## config.mk

```make
export PLATFORM = sky130hd
export DESIGN_NAME = uart_baud_ctrl
export DESIGN_NICKNAME = d
export VERILOG_FILES = /design/src/rtl/uart_pkg.sv /design/src/rtl/uart_tick_detect.sv /design/src/rtl/uart_baud_ctrl.sv
export SDC_FILE = /design/constraint.sdc
export NUM_CORES = 1
export LEC_CHECK = 0
export CAP_MARGIN = 20
export CORE_MARGIN = 2
export CORE_UTILIZATION = 35
export CTS_CLUSTER_DIAMETER = 40
export DETAILED_ROUTE_END_ITERATION = 10
export PLACE_DENSITY = 0.56
export SLEW_MARGIN = 25
export SYNTH_ARGS = -nofsm -noshare
export SYNTH_HDL_FRONTEND = slang
export SYNTH_SLANG_ARGS = --single-unit
```

## constraint.sdc

```tcl
create_clock -name Sys_clock -period 5 [get_ports Sys_clock]
set_input_delay 1.5 -clock Sys_clock [delete_from_list [all_inputs] [get_ports Sys_clock]]
set_output_delay 1.5 -clock Sys_clock [all_outputs]
set_load 0.05 [all_outputs]
```

## src/rtl/uart_pkg.sv

```systemverilog
// rtl/uart_pkg.sv - shared types and constants for the baud-rate controller
package uart_pkg;

    localparam int BAUD_SEL_W = 3;
    localparam logic [BAUD_SEL_W-1:0] DEFAULT_RATE = 3'b000;
    localparam int EDGE_CNT_W = 8;
    localparam int LOCK_CNT_W = 16;
    localparam int HOLD_CNT_W = 16;

    typedef enum logic [2:0] {
        ST_BOOT  = 3'd0,
        ST_IDLE  = 3'd1,
        ST_DRAIN = 3'd2,
        ST_HOLD  = 3'd3,
        ST_LOCK  = 3'd4,
        ST_FAIL  = 3'd5
    } state_e;

    // Zero-length windows would make HOLD or LOCK vanish; clamp to one cycle.
    function automatic int min_one(input int v);
        return (v < 1) ? 1 : v;
    endfunction

endpackage

```

## src/rtl/uart_tick_detect.sv

```systemverilog
// rtl/uart_tick_detect.sv - rising-edge detector with saturating edge counter
module uart_tick_detect
    import uart_pkg::*;
#(
    parameter int CNT_W = EDGE_CNT_W
) (
    input  logic             clk_i,
    input  logic             rst_i,
    input  logic             clear_i,
    input  logic             enable_i,
    input  logic             sample_clk_i,
    output logic [CNT_W-1:0] edge_cnt_o
);

    logic             prev_q;
    logic [CNT_W-1:0] cnt_q;
    logic [CNT_W-1:0] cnt_d;
    logic             rise;

    assign rise = enable_i && sample_clk_i && !prev_q;

    always_comb begin
        cnt_d = cnt_q;
        if (rise && (cnt_q != {CNT_W{1'b1}})) begin
            cnt_d = cnt_q + 1'b1;
        end
    end

    always_ff @(posedge clk_i) begin
        if (rst_i || clear_i) begin
            prev_q <= 1'b0;
            cnt_q  <= '0;
        end else if (enable_i) begin
            prev_q <= sample_clk_i;
            cnt_q  <= cnt_d;
        end
    end

    // Count includes an edge seen this cycle so the controller can react on it.
    assign edge_cnt_o = cnt_d;

endmodule

```

## src/rtl/uart_baud_ctrl.sv

```systemverilog
// rtl/uart_baud_ctrl.sv - sequences baud-rate switches of an external UART clock generator
module uart_baud_ctrl #(
    parameter logic [uart_pkg::BAUD_SEL_W-1:0] DEFAULT_RATE  = uart_pkg::DEFAULT_RATE,
    parameter int                              SETTLE_CYCLES = 4,
    parameter int                              LOCK_EDGES    = 2,
    parameter int                              LOCK_TIMEOUT  = 65535
) (
    input  logic                            Sys_clock,
    input  logic                            reset,
    input  logic                            req_valid,
    input  logic [uart_pkg::BAUD_SEL_W-1:0] req_rate,
    output logic                            req_ready,
    input  logic                            busy_tx,
    output logic                            gen_rst_n,
    output logic [uart_pkg::BAUD_SEL_W-1:0] gen_sel_baud,
    input  logic                            gen_sample_clock,
    output logic [uart_pkg::BAUD_SEL_W-1:0] cur_rate,
    output logic                            rate_valid,
    output logic                            done,
    output logic                            err_timeout
);

    import uart_pkg::*;

    localparam logic [HOLD_CNT_W-1:0] HOLD_LAST    = HOLD_CNT_W'(min_one(SETTLE_CYCLES) - 1);
    localparam logic [LOCK_CNT_W-1:0] TIMEOUT_LAST = LOCK_CNT_W'(min_one(LOCK_TIMEOUT) - 1);
    localparam logic [EDGE_CNT_W-1:0] LOCK_EDGES_C = EDGE_CNT_W'(LOCK_EDGES);

    state_e                  state_q, state_d;
    logic [BAUD_SEL_W-1:0]   pending_q, pending_d;
    logic [HOLD_CNT_W-1:0]   hold_cnt_q, hold_cnt_d;
    logic [LOCK_CNT_W-1:0]   lock_cnt_q, lock_cnt_d;

    logic                    gen_rst_n_q, gen_rst_n_d;
    logic [BAUD_SEL_W-1:0]   gen_sel_q, gen_sel_d;
    logic [BAUD_SEL_W-1:0]   cur_rate_q, cur_rate_d;
    logic                    rate_valid_q, rate_valid_d;
    logic                    req_ready_q, req_ready_d;
    logic                    done_q, done_d;
    logic                    err_q, err_d;

    logic                    handshake;
    logic                    locked;
    logic [EDGE_CNT_W-1:0]   edge_cnt;

    uart_tick_detect #(
        .CNT_W (EDGE_CNT_W)
    ) u_tick_detect (
        .clk_i        (Sys_clock),
        .rst_i        (reset),
        .clear_i      (state_q == ST_HOLD),
        .enable_i     (state_q == ST_LOCK),
        .sample_clk_i (gen_sample_clock),
        .edge_cnt_o   (edge_cnt)
    );

    assign handshake = req_valid && req_ready_q;
    assign locked    = (edge_cnt >= LOCK_EDGES_C);

    always_comb begin
        state_d    = state_q;
        pending_d  = pending_q;
        hold_cnt_d = '0;
        lock_cnt_d = '0;
        cur_rate_d = cur_rate_q;
        done_d     = 1'b0;

        case (state_q)
            ST_BOOT: begin
                pending_d = DEFAULT_RATE;
                state_d   = ST_HOLD;
            end
            ST_IDLE: begin
                if (handshake) begin
                    pending_d = req_rate;
                    if (req_rate == cur_rate_q) begin
                        done_d = 1'b1;
                    end else begin
                        state_d = ST_DRAIN;
                    end
                end
            end
            ST_DRAIN: begin
                if (!busy_tx) begin
                    state_d = ST_HOLD;
                end
            end
            ST_HOLD: begin
                if (hold_cnt_q >= HOLD_LAST) begin
                    state_d = ST_LOCK;
                end else begin
                    hold_cnt_d = hold_cnt_q + 1'b1;
                end
            end
            ST_LOCK: begin
                // Lock is checked first so it wins over a timeout on the same cycle.
                if (locked) begin
                    state_d    = ST_IDLE;
                    cur_rate_d = pending_q;
                    done_d     = 1'b1;
                end else if (lock_cnt_q >= TIMEOUT_LAST) begin
                    state_d = ST_FAIL;
                end else begin
                    lock_cnt_d = lock_cnt_q + 1'b1;
                end
            end
            ST_FAIL: begin
                if (handshake) begin
                    pending_d = req_rate;
                    state_d   = ST_HOLD;
                end
            end
            default: begin
                state_d = ST_BOOT;
            end
        endcase

        gen_rst_n_d  = (state_d == ST_IDLE) || (state_d == ST_DRAIN) || (state_d == ST_LOCK);
        gen_sel_d    = (state_d == ST_HOLD) ? pending_d : gen_sel_q;
        rate_valid_d = (state_d == ST_IDLE);
        req_ready_d  = (state_d == ST_IDLE) || (state_d == ST_FAIL);
        err_d        = (state_d == ST_FAIL);
    end

    always_ff @(posedge Sys_clock) begin
        if (reset) begin
            state_q      <= ST_HOLD;
            pending_q    <= DEFAULT_RATE;
            hold_cnt_q   <= '0;
            lock_cnt_q   <= '0;
            gen_rst_n_q  <= 1'b0;
            gen_sel_q    <= DEFAULT_RATE;
            cur_rate_q   <= DEFAULT_RATE;
            rate_valid_q <= 1'b0;
            req_ready_q  <= 1'b0;
            done_q       <= 1'b0;
            err_q        <= 1'b0;
        end else begin
            state_q      <= state_d;
            pending_q    <= pending_d;
            hold_cnt_q   <= hold_cnt_d;
            lock_cnt_q   <= lock_cnt_d;
            gen_rst_n_q  <= gen_rst_n_d;
            gen_sel_q    <= gen_sel_d;
            cur_rate_q   <= cur_rate_d;
            rate_valid_q <= rate_valid_d;
            req_ready_q  <= req_ready_d;
            done_q       <= done_d;
            err_q        <= err_d;
        end
    end

    assign req_ready    = req_ready_q;
    assign gen_rst_n    = gen_rst_n_q;
    assign gen_sel_baud = gen_sel_q;
    assign cur_rate     = cur_rate_q;
    assign rate_valid   = rate_valid_q;
    assign done         = done_q;
    assign err_timeout  = err_q;

endmodule

```

==> key figures, run 1 <==
Outcome
  – Status: finished clean

Floorplanning
  – Top Ports: 19
  – # rows: 30
  – Die H: 88.3 µm
  – Core area: 6830 µm²
  – Initial Util: 36.4%
  – Chip width: 88.3 µm
  – Total die area: 7800 µm²

CTS
  – CTS tree: built
  – CTS resizes: 0
  – Clock sinks: 58
  – Clock slew at reported path FFs: 70 ps
  – Postcts setup bufs: 0
  – Worst skew pair latency: 340 ps
  – # hold bufs at CTS: 0
  – Bufs on Longest Clock Path: 2
  – Num CTS Buffers: 9
  – H-tree levels: 3
  – CTS root buffer: clkbuf_8

Synth
  – Mapped Cells: 262
  – Area contributors post-synth: dfxtp_1 (47%), nor2_1 (5.3%), xor2_1 (4.9%)
  – Post-synth top flop: dfxtp_1
  – Synth cell types: 55
  – Yosys reg bits: 58
  – YS warnings: 0
  – Post-synth top area cell: dfxtp_1
  – Fraction of registers with async set/reset: 0%
  – Number of synthesized flops with an enable pin: 0
  – Avg Inst Size Synth: 9.50 µm²
  – Seq/Total Area, Yosys: 46.7%
  – Yosys top cell area share: 46.7%
  – Synth Cell Area: 2490 µm²

GRT
  – Initial antenna violation count: 0
  – GR Util met2: 20.6%
  – First-pass GRT wire length: 8.45 mm
  – GRT overflow: 0
  – Grt peak-use layer: met2
  – Met1 Resource Use GR: 19.2%
  – Met3 Use GR: 5.97%
  – GRT Total Usage: 14.4%
  – Vias in the first global route: 1802
  – Largest net degree at the start of global routing: 17

STA
  – Hold slack: 433 ps
  – Final Cycle Share: 74.1%
  – Unrepaired setup endpoints after global routing: false
  – Max Transition Viols Final: 0
  – Crit path time final: 3700 ps
  – Worst-margin pin slew: 729 ps
  – # setup viols final: 0
  – Setup total negative slack: 0 ps
  – Max frequency: 270 MHz
  – Hold Violations, Final: 0
  – Final clock skew: 4.63 ps
  – Slew Limit Headroom: 50.1%
  – Worst Slack Setup Final: 1300 ps

Placement
  – DP Wirelength: 3.41 mm
  – Final RePlAce weighted congestion: 0.824
  – Port buffer count: 18
  – DP Area: 2770 µm²
  – DP Worst Slack: 944 ps

Detailed routing
  – Vias per inst: 4.72
  – Post-route DRC: 0
  – Pre-antenna DRT Iters: 4
  – Via Count: 1880
  – Routed Antenna Nets: 0
  – Drt wl/cell: 12.5 µm
  – Final wirelength: 4.97 mm
  – Initial DRC count: 69

Layout
  – NumNets Final: 309
  – Multi-input combinational cell area: 1270 µm²
  – Layout cell share with drive strength beyond 1: 9.93%
  – Area grow syn2layout: 21.4%
  – Fillers: 686
  – Antenna diode count: 0
  – Design Area, Final: 3020 µm²
  – Most frequent cells in the layout: dfxtp_1 (58), nor2_1 (35), nand2_1 (19), clkdlybuf4s50_1 (18), nand3_1 (16)
  – Leading cell type in the layout, fill and taps excluded: dfxtp_1
  – FF/Latch Area: 1160 µm²

Critical path
  – Req. time, crit path: 5290 ps
  – Worst r2r dst: lock_cnt_q[10]
  – Worst r2r src: state_q[2]
  – CP max FO: 16
  – CP arrival: 3990 ps
  – Kind of critical path: in2reg
  – CP startpoint kind: input pin
  – FF-to-FF path depth: 6
  – Worst setup EP type: flip-flop
  – Reg2reg setup slack: 2280 ps
  – CP startpoint: gen_sample_clock
  – Setup crit end: lock_cnt_q[10]

Pwr
  – LEAKAGE: 0.00108 µW
  – VDD IR max: 0.000327 V
  – Cell Pwr Density: 380 nW/µm²

Min path
  – Worst hold stages: 1
  – Tightest Hold Check Type: reg2reg

Run
  – Max-Cap Viols: 0
-- cell type report --
type                    count  area share (%)
inverters                   8           0.994
repair buffers             19            6.21
clock inverters             6            3.77
multi-input cells         201            42.0
well taps                  96            3.98
flip-flops and latches     58            38.4
clock buffers              10            4.56
-- cell families after synthesis --
family          Yosys count  share of synthesized area [%]
simple gates            111                           23.8
flops                    58                           46.7
compound gates           44                           13.0
xor+xnor                 23                           8.09
buf+inv                  16                           4.27
mux                       5                           2.01
fa+ha+maj                 4                           2.01
other cells               1                          0.151
-- synth_stat cells, types with 2 or more instances --
library cell and number:
nand4_1 9, clkbuf_1 5, dfxtp_1 58, inv_1 8, xor2_1 14, nor3_1 4
a211oi_1 2, a22o_1 3, a22oi_1 3, nor4_1 7, o21ai_0 7, xnor2_1 9
and2_1 3, a21oi_1 11, nor2_1 35, ha_1 4, nand2_1 19, a21boi_0 2
or3_1 3, mux2i_1 5, nand3_1 16, o2111ai_1 2
-- per-stage QoR --
step | instances | total power (µW) | util, %
floorplan | 275 | 587 | -
CTS | 398 | 1160 | 44.2
finish | 398 | 1150 | 44.2
detailed placement | 382 | 621 | 40.5
global placement | 382 | 622 | 40.5
global route | 398 | 1200 | 44.2
-- worst max-delay path: stages --
cell             delay [ps]
clkdlybuf4s50_1         500
or2b_2                  340
nor3_4                  280
nand4_2                 160
a2111oi_4               560
nand4_4                 340
and2b_2                 300
-- registers in the layout, summed over array words and instances, names as in the netlist, 3 cells and up --
signal               count
cur_rate                 3
state_q                  3
hold_cnt_q              16
lock_cnt_q              16
pending_q                3
gen_sel_baud             3
u_tick_detect.cnt_q      8
-- where the power goes --
group	internal, µW	switching, µW
logic	40.1	72.4
clock network	345	192
registers	480	19.6
total	865	284
-- how the worst min path moves through the flow --
stage               endpoint  slack [ps]     startpoint
2_1_floorplan  hold_cnt_q[0]         410  hold_cnt_q[0]
3_3_place_gp   hold_cnt_q[0]         420  hold_cnt_q[0]
3_5_place_dp   hold_cnt_q[0]         430  hold_cnt_q[0]
4_1_cts        hold_cnt_q[0]         440  hold_cnt_q[0]
5_1_grt        hold_cnt_q[0]         460  hold_cnt_q[0]
6_report       hold_cnt_q[0]         430  hold_cnt_q[0]
-- routing by layer --
metal | up-vias | share of wire, %
met5 | - | 0
met4 | 0 | 1.7
met3 | 9 | 3.3
met2 | 19 | 42
met1 | 859 | 53
li1 | 993 | -
(Power assumes the default switching activity.)
==> run 2: changes to the inputs <==
==> constraint.sdc (replaced) <==
create_clock -name Sys_clock -period 3.76 [get_ports Sys_clock]
set_input_delay 1.128 -clock Sys_clock [delete_from_list [all_inputs] [get_ports Sys_clock]]
set_output_delay 1.128 -clock Sys_clock [all_outputs]
set_load 0.05 [all_outputs]
==> run 2 against run 1 <==
Clock-buffer cell count shrank 1; sequential cell count unchanged; non-clock buffer count grew 1.
==> key figures, run 2 (synthesis gave the netlist of run 1 again) <==
Placement
  – Port buffer count: 18 (unchanged)
  – Final RePlAce weighted congestion: 0.758 (was 0.824)
  – DP Worst Slack: 75.8 ps (was 944 ps)
  – Placed cell count: 383 (was 382)
  – DP Wirelength: 3.40 mm (was 3.41 mm)

CTS
  – Bufs on Longest Clock Path: 2 (unchanged)
  – Clock slew at reported path FFs: 80 ps (was 70 ps)
  – CTS resizes: 0 (unchanged)
  – Num CTS Buffers: 9 (unchanged)
  – CTS root buffer: clkbuf_8 (unchanged)
  – Postcts setup bufs: 0 (unchanged)
  – Worst skew pair latency: 340 ps (about the same)
  – # hold bufs at CTS: 0 (unchanged)
  – Clock sinks: 58 (unchanged)
  – H-tree levels: 3 (unchanged)
  – CTS tree: built (unchanged)

Layout
  – FF/Latch Area: 1160 µm² (unchanged)
  – Largest regs: hold_cnt_q x16, lock_cnt_q x16, u_tick_detect.cnt_q x8 (unchanged)
  – Layout cell share with drive strength beyond 1: 10.2% (was 9.93%)
  – Leading cell type in the layout, fill and taps excluded: dfxtp_1 (unchanged)
  – Layout Cells excl Fill: 399 (was 398)
  – Most frequent cells in the layout: dfxtp_1 (58), nor2_1 (35), nand2_1 (19), clkdlybuf4s50_1 (18), nand3_1 (16) (unchanged)
  – Multi-input combinational cell area: 1270 µm² (unchanged)
  – NumNets Final: 310 (was 309)
  – Fillers: 703 (was 686)
  – Antenna diode count: 0 (unchanged)
  – Area grow syn2layout: 19.7% (was 21.4%)

GRT
  – GRT overflow: 0 (unchanged)
  – GRT Total Usage: 14.2% (was 14.4%)
  – Vias in the first global route: 1832 (was 1802)
  – Largest net degree at the start of global routing: 17 (unchanged)
  – Initial antenna violation count: 0 (unchanged)
  – First-pass GRT wire length: 8.47 mm (was 8.45 mm)

Detailed routing
  – Drt wl/cell: 12.0 µm (was 12.5 µm)
  – Vias per inst: 4.82 (was 4.72)
  – Uppermost layer routed: met4 (unchanged)
  – Via Count: 1924 (was 1880)
  – Final wirelength: 4.81 mm (was 4.97 mm)
  – Pre-antenna DRT Iters: 4 (unchanged)
  – Initial DRC count: 130 (was 69)
  – Post-route DRC: 0 (unchanged)
  – Routed wl met3: 217 µm (was 164 µm)
  – Routed Antenna Nets: 0 (unchanged)
  – Met1 WL: 2.45 mm (was 2.64 mm)
  – Met2 wire length: 2.09 mm (was 2.08 mm)

Critical path
  – CP startpoint kind: input pin (unchanged)
  – Req. time, crit path: 4040 ps (was 5290 ps)
  – WP buf/inv: 1 (unchanged)
  – Worst path slowest cell: a2111oi_4 (unchanged)
  – CP arrival: 3610 ps (was 3990 ps)
  – CP peak stage delay: 560 ps (about the same)
  – Worst setup EP type: flip-flop (unchanged)
  – Reg2reg setup slack: 1060 ps (was 2280 ps)
  – CP max FO: 16 (unchanged)
  – Kind of critical path: in2reg (unchanged)
  – Cells along the critical path: clkdlybuf4s50_1 -> or2b_2 -> nor3_4 -> nand4_2 -> a2111oi_4 -> nand4_4 -> and2b_2 (unchanged)
  – Family with the most delay on the worst path: simple AND/OR/NAND/NOR gates (unchanged)

STA
  – Slew Limit Headroom: 49.5% (was 50.1%)
  – Unrepaired setup endpoints after global routing: false (unchanged)
  – Max Transition Viols Final: 0 (unchanged)
  – Max frequency: 300 MHz
  – Final Cycle Share: 88.5%
  – Hold slack: 448 ps (was 433 ps)
  – Hold Violations, Final: 0 (unchanged)
  – Worst-margin pin slew: 750 ps (was 729 ps)
  – Setup total negative slack: 0 ps (unchanged)
  – # setup viols final: 0 (unchanged)
  – Worst Slack Setup Final: 431 ps (was 1300 ps)
  – Final clock skew: 11.0 ps (was 4.63 ps)
  – Crit path time final: 3330 ps

Floorplanning
  – Core area: 6830 µm² (unchanged)
  – Chip width: 88.3 µm (unchanged)
  – Die H: 88.3 µm (unchanged)
  – Total die area: 7800 µm² (unchanged)
  – # rows: 30 (unchanged)
  – Initial Util: 36.4% (unchanged)
  – Top Ports: 19 (unchanged)

Run
  – Max-Cap Viols: 0 (unchanged)

Pwr
  – Cell Pwr Density: 467 nW/µm² (was 380 nW/µm²)
  – LEAKAGE: 0.00106 µW (was 0.00108 µW)
  – VDD IR max: 0.000249 V (was 0.000327 V)

Outcome
  – Status: finished clean (unchanged)

Min path
  – Tightest Hold Check Type: reg2reg (unchanged)
## run 2: cell types whose count changed in the layout (fill, tap and decap cells not counted), sizes merged
cell / before / now
clkinvlp: 2 / 3
buf: 1 / 2
clkinv: 1 / 2
clkbuf: 10 / 9
bufinv: 3 / 1
inv: 8 / 9
## run 2: routing by layer
layer | vias up | track usage [%]
met2 | 37 | 21.5
met4 | 0 | 5.79
met5 | - | 0
met3 | 6 | 5.32
li1 | 995 | -
met1 | 886 | 18.4
## run 2: worst paths after layout
path	start	end	depth (start not counted)
min reg2reg	hold_cnt_q[0]	hold_cnt_q[0]	1
max reg2reg	state_q[2]	lock_cnt_q[10]	6
max	gen_sample_clock	lock_cnt_q[10]	7
min	hold_cnt_q[0]	hold_cnt_q[0]	1
## run 2: layout make-up
type	instances	share of cell area, %
timing repair buffer	20	6.55
tap	96	4.03
clock inverter	7	2.65
sequential	58	39.0
inverter	8	1.01
clock buffer	9	4.16
multi-input combinational	201	42.6
## run 2: stage by stage
step	cell area, µm²	util [%]	total power (µW)
after global placement	2780	40.6	828
after CTS	2980	43.6	1410
after detailed placement	2780	40.6	826
final	2980	43.6	1390
after floorplan	2540	-	780
after global routing	2980	43.6	1460
## run 2: power breakdown
group | internal (µW) | switching, µW
logic | 53.8 | 96.8
registers | 638 | 24.6
clock network | 310 | 270
total | 1000 | 391
==> run 3: changes to the inputs <==
--- a/config.mk
+++ b/config.mk
@@ -6,6 +6,7 @@
 export NUM_CORES = 1
 export LEC_CHECK = 0
 export CAP_MARGIN = 20
+export CORE_ASPECT_RATIO = 0.6
 export CORE_MARGIN = 2
 export CORE_UTILIZATION = 35
 export CTS_CLUSTER_DIAMETER = 40
==> run 3 against run 2 <==
The flow now finishes with violations (design-rule violations); total power grew 12%; via count fell by 1.6%; global-route usage up 0.44 points; worst setup slack gained 120 ps; combinational power barely moved; sequential share of layout area is 0.94 points lower; critical path type unchanged; critical endpoint is now lock_cnt_q[14]; largest cell class unchanged; highest routed layer unchanged.
==> key figures, run 3 (synthesis gave the netlist of run 1 again) <==
Outcome
  – Status: finished with violations (was finished clean)
  – Failing checks: design-rule violations

Min path
  – Worst hold stages: 1 (unchanged)
  – Hold Startpoint: hold_cnt_q[0] (unchanged)
  – Hold EP: hold_cnt_q[0] (unchanged)
  – Tightest Hold Check Type: reg2reg (unchanged)

Critical path
  – CP peak stage delay: 620 ps (was 560 ps)
  – FF-to-FF path depth: 7 (was 6)
  – CP startpoint kind: input pin (unchanged)
  – Worst path slowest cell: a2111oi_4 (unchanged)
  – CP max FO: 8 (was 16)
  – Family with the most delay on the worst path: simple AND/OR/NAND/NOR gates (unchanged)
  – Reg2reg setup slack: 1150 ps (was 1060 ps)
  – Cells along the critical path: clkdlybuf4s50_1 -> or2b_2 -> nor3_4 -> nand4_2 -> a2111oi_4 -> nand4_4 -> buf_4 -> nor2_1 (was clkdlybuf4s50_1 -> or2b_2 -> nor3_4 -> nand4_2 -> a2111oi_4 -> nand4_4 -> and2b_2)
  – WP buf/inv: 2 (was 1)
  – Req. time, crit path: 4020 ps (was 4040 ps)
  – Kind of critical path: in2reg (unchanged)
  – Worst r2r dst: lock_cnt_q[14] (was lock_cnt_q[10])
  – Worst setup EP type: flip-flop (unchanged)
  – Worst r2r src: state_q[2] (unchanged)
  – CP arrival: 3470 ps (was 3610 ps)

Layout
  – Layout Utilization: 45.0% (was 43.6%)
  – Most frequent cells in the layout: dfxtp_1 (58), nor2_1 (35), nand2_1 (19), clkdlybuf4s50_1 (18), nand3_1 (16) (unchanged)
  – Antenna diode count: 0 (unchanged)
  – Layout cell share with drive strength beyond 1: 9.87% (was 10.2%)
  – Area grow syn2layout: 22.7% (was 19.7%)
  – Design Area, Final: 3050 µm² (was 2980 µm²)
  – Largest regs: hold_cnt_q x16, lock_cnt_q x16, u_tick_detect.cnt_q x8 (unchanged)
  – NumNets Final: 312 (was 310)
  – Leading cell type in the layout, fill and taps excluded: dfxtp_1 (unchanged)

CTS
  – CTS root buffer: clkbuf_16 (was clkbuf_8)
  – H-tree levels: 3 (unchanged)
  – Bufs on Longest Clock Path: 2 (unchanged)
  – Num CTS Buffers: 9 (unchanged)
  – CTS resizes: 0 (unchanged)
  – Worst skew pair latency: 330 ps (was 340 ps)
  – CTS tree: built (unchanged)
  – # hold bufs at CTS: 0 (unchanged)
  – Clock slew at reported path FFs: 50 ps (was 80 ps)
  – Postcts setup bufs: 0 (unchanged)
  – Clock sinks: 58 (unchanged)

Floorplanning
  – Chip width: 113 µm (was 88.3 µm)
  – Total die area: 7820 µm² (was 7800 µm²)
  – Initial Util: 36.6% (was 36.4%)
  – Core area: 6790 µm² (was 6830 µm²)
  – # rows: 23 (was 30)
  – Die H: 69.3 µm (was 88.3 µm)
  – Top Ports: 19 (unchanged)

Placement
  – Final RePlAce weighted congestion: 0.857 (was 0.758)
  – DP Worst Slack: 190 ps (was 75.8 ps)
  – Port buffer count: 18 (unchanged)
  – DP Wirelength: 3.65 mm (was 3.40 mm)
  – DP Area: 2780 µm² (about the same)

Detailed routing
  – Initial DRC count: 91 (was 130)
  – Via Count: 1893 (was 1924)
  – Vias per inst: 4.84 (was 4.82)
  – Post-route DRC: 2 (was 0)
  – Routed Antenna Nets: 0 (unchanged)
  – Pre-antenna DRT Iters: 7 (was 4)
  – Final wirelength: 5.10 mm (was 4.81 mm)
  – Drt wl/cell: 13.0 µm (was 12.0 µm)

STA
  – Max Transition Viols Final: 0 (unchanged)
  – Setup total negative slack: 0 ps (unchanged)
  – Worst-margin pin slew: 840 ps (was 750 ps)
  – Slew Limit Headroom: 42.5% (was 49.5%)
  – Final Cycle Share: 85.4% (was 88.5%)
  – Final clock skew: 8.55 ps (was 11.0 ps)
  – Max frequency: 311 MHz (was 300 MHz)
  – Hold Violations, Final: 0 (unchanged)
  – Worst Slack Setup Final: 549 ps (was 431 ps)
  – Unrepaired setup endpoints after global routing: false (unchanged)
  – Crit path time final: 3210 ps (was 3330 ps)
  – Hold slack: 434 ps (was 448 ps)
  – # setup viols final: 0 (unchanged)

GRT
  – Largest net degree at the start of global routing: 15 (was 17)
  – GRT Total Usage: 14.7% (was 14.2%)
  – Initial antenna violation count: 0 (unchanged)
  – GRT overflow: 0 (unchanged)
  – First-pass GRT wire length: 8.89 mm (was 8.47 mm)
  – Vias in the first global route: 1760 (was 1832)

Pwr
  – Comb pwr share: 9.7% (was 10.8%)
  – Flop pwr share: 42.9% (was 47.6%)
  – Net Switching: 386 µW (was 391 µW)
  – Cell Pwr Density: 509 nW/µm² (was 467 nW/µm²)
  – Clk pwr share: 47.4% (was 41.6%)
  – Int Pwr: 1170 µW (was 1000 µW)
  – Sw frac: 24.8% (was 28.1%)
  – LEAKAGE: 0.00111 µW (was 0.00106 µW)
  – VDD IR max: 0.000297 V (was 0.000249 V)

Run
  – Max-Cap Viols: 0 (unchanged)
-- run 3: cell count changes in the layout (fill, tap and decap cells not counted) --
cell / delta
clkbuf_16: +9
clkbuf_8: -7
buf_4: +2
clkbuf_1: +2
clkinv_4: -2
clkinvlp_4: -2
bufinv_16: -1
clkinv_2: +1
inv_6: -1
-- run 3: worst max-delay path by stage --
stage	from	end	slack [ps]	depth (start not counted)
floorplan	gen_sample_clock	lock_cnt_q[13]	880	7
global placement	gen_sample_clock	cur_rate[2]	290	7
detailed placement	gen_sample_clock	lock_cnt_q[14]	190	8
CTS	gen_sample_clock	lock_cnt_q[14]	530	8
global route	gen_sample_clock	lock_cnt_q[3]	400	8
finish	gen_sample_clock	lock_cnt_q[14]	550	8
-- run 3: metrics by stage --
step	std cells	total power [µW]
2_1_floorplan	275	780
3_3_place_gp	376	831
3_5_place_dp	376	830
4_1_cts	391	1580
5_1_grt	391	1630
6_report	391	1560
-- run 3: power groups by stage --
| stage | Clock [µW] | Combinational [µW] | Sequential, µW |
|---|---|---|---|
| 3_5_place_dp | 0 | 151 | 679 |
| 5_1_grt | 794 | 166 | 671 |
| 3_3_place_gp | 0 | 152 | 679 |
| 2_1_floorplan | 0 | 92.7 | 688 |
| 4_1_cts | 762 | 152 | 667 |
| 6_report | 737 | 151 | 667 |
-- run 3: area by class of cell --
cell class,count,area [µm²]
clock buffer,13,260
clock inverter,2,12.5
fill,644,3740
inverter,8,30.0
multi-input combinational,201,1270
sequential,58,1160
tap,87,109
timing repair buffer,22,210
-- run 3: routing by layer --
metal  vias to the layer above  global-route usage, %  routed length, µm
met1                       854                   21.2               2830
met3                         9                   5.94                235
met2                        30                   18.6               1960
met5                         -                      0                  0
li1                       1000                      -                  -
met4                         0                   6.78                 80
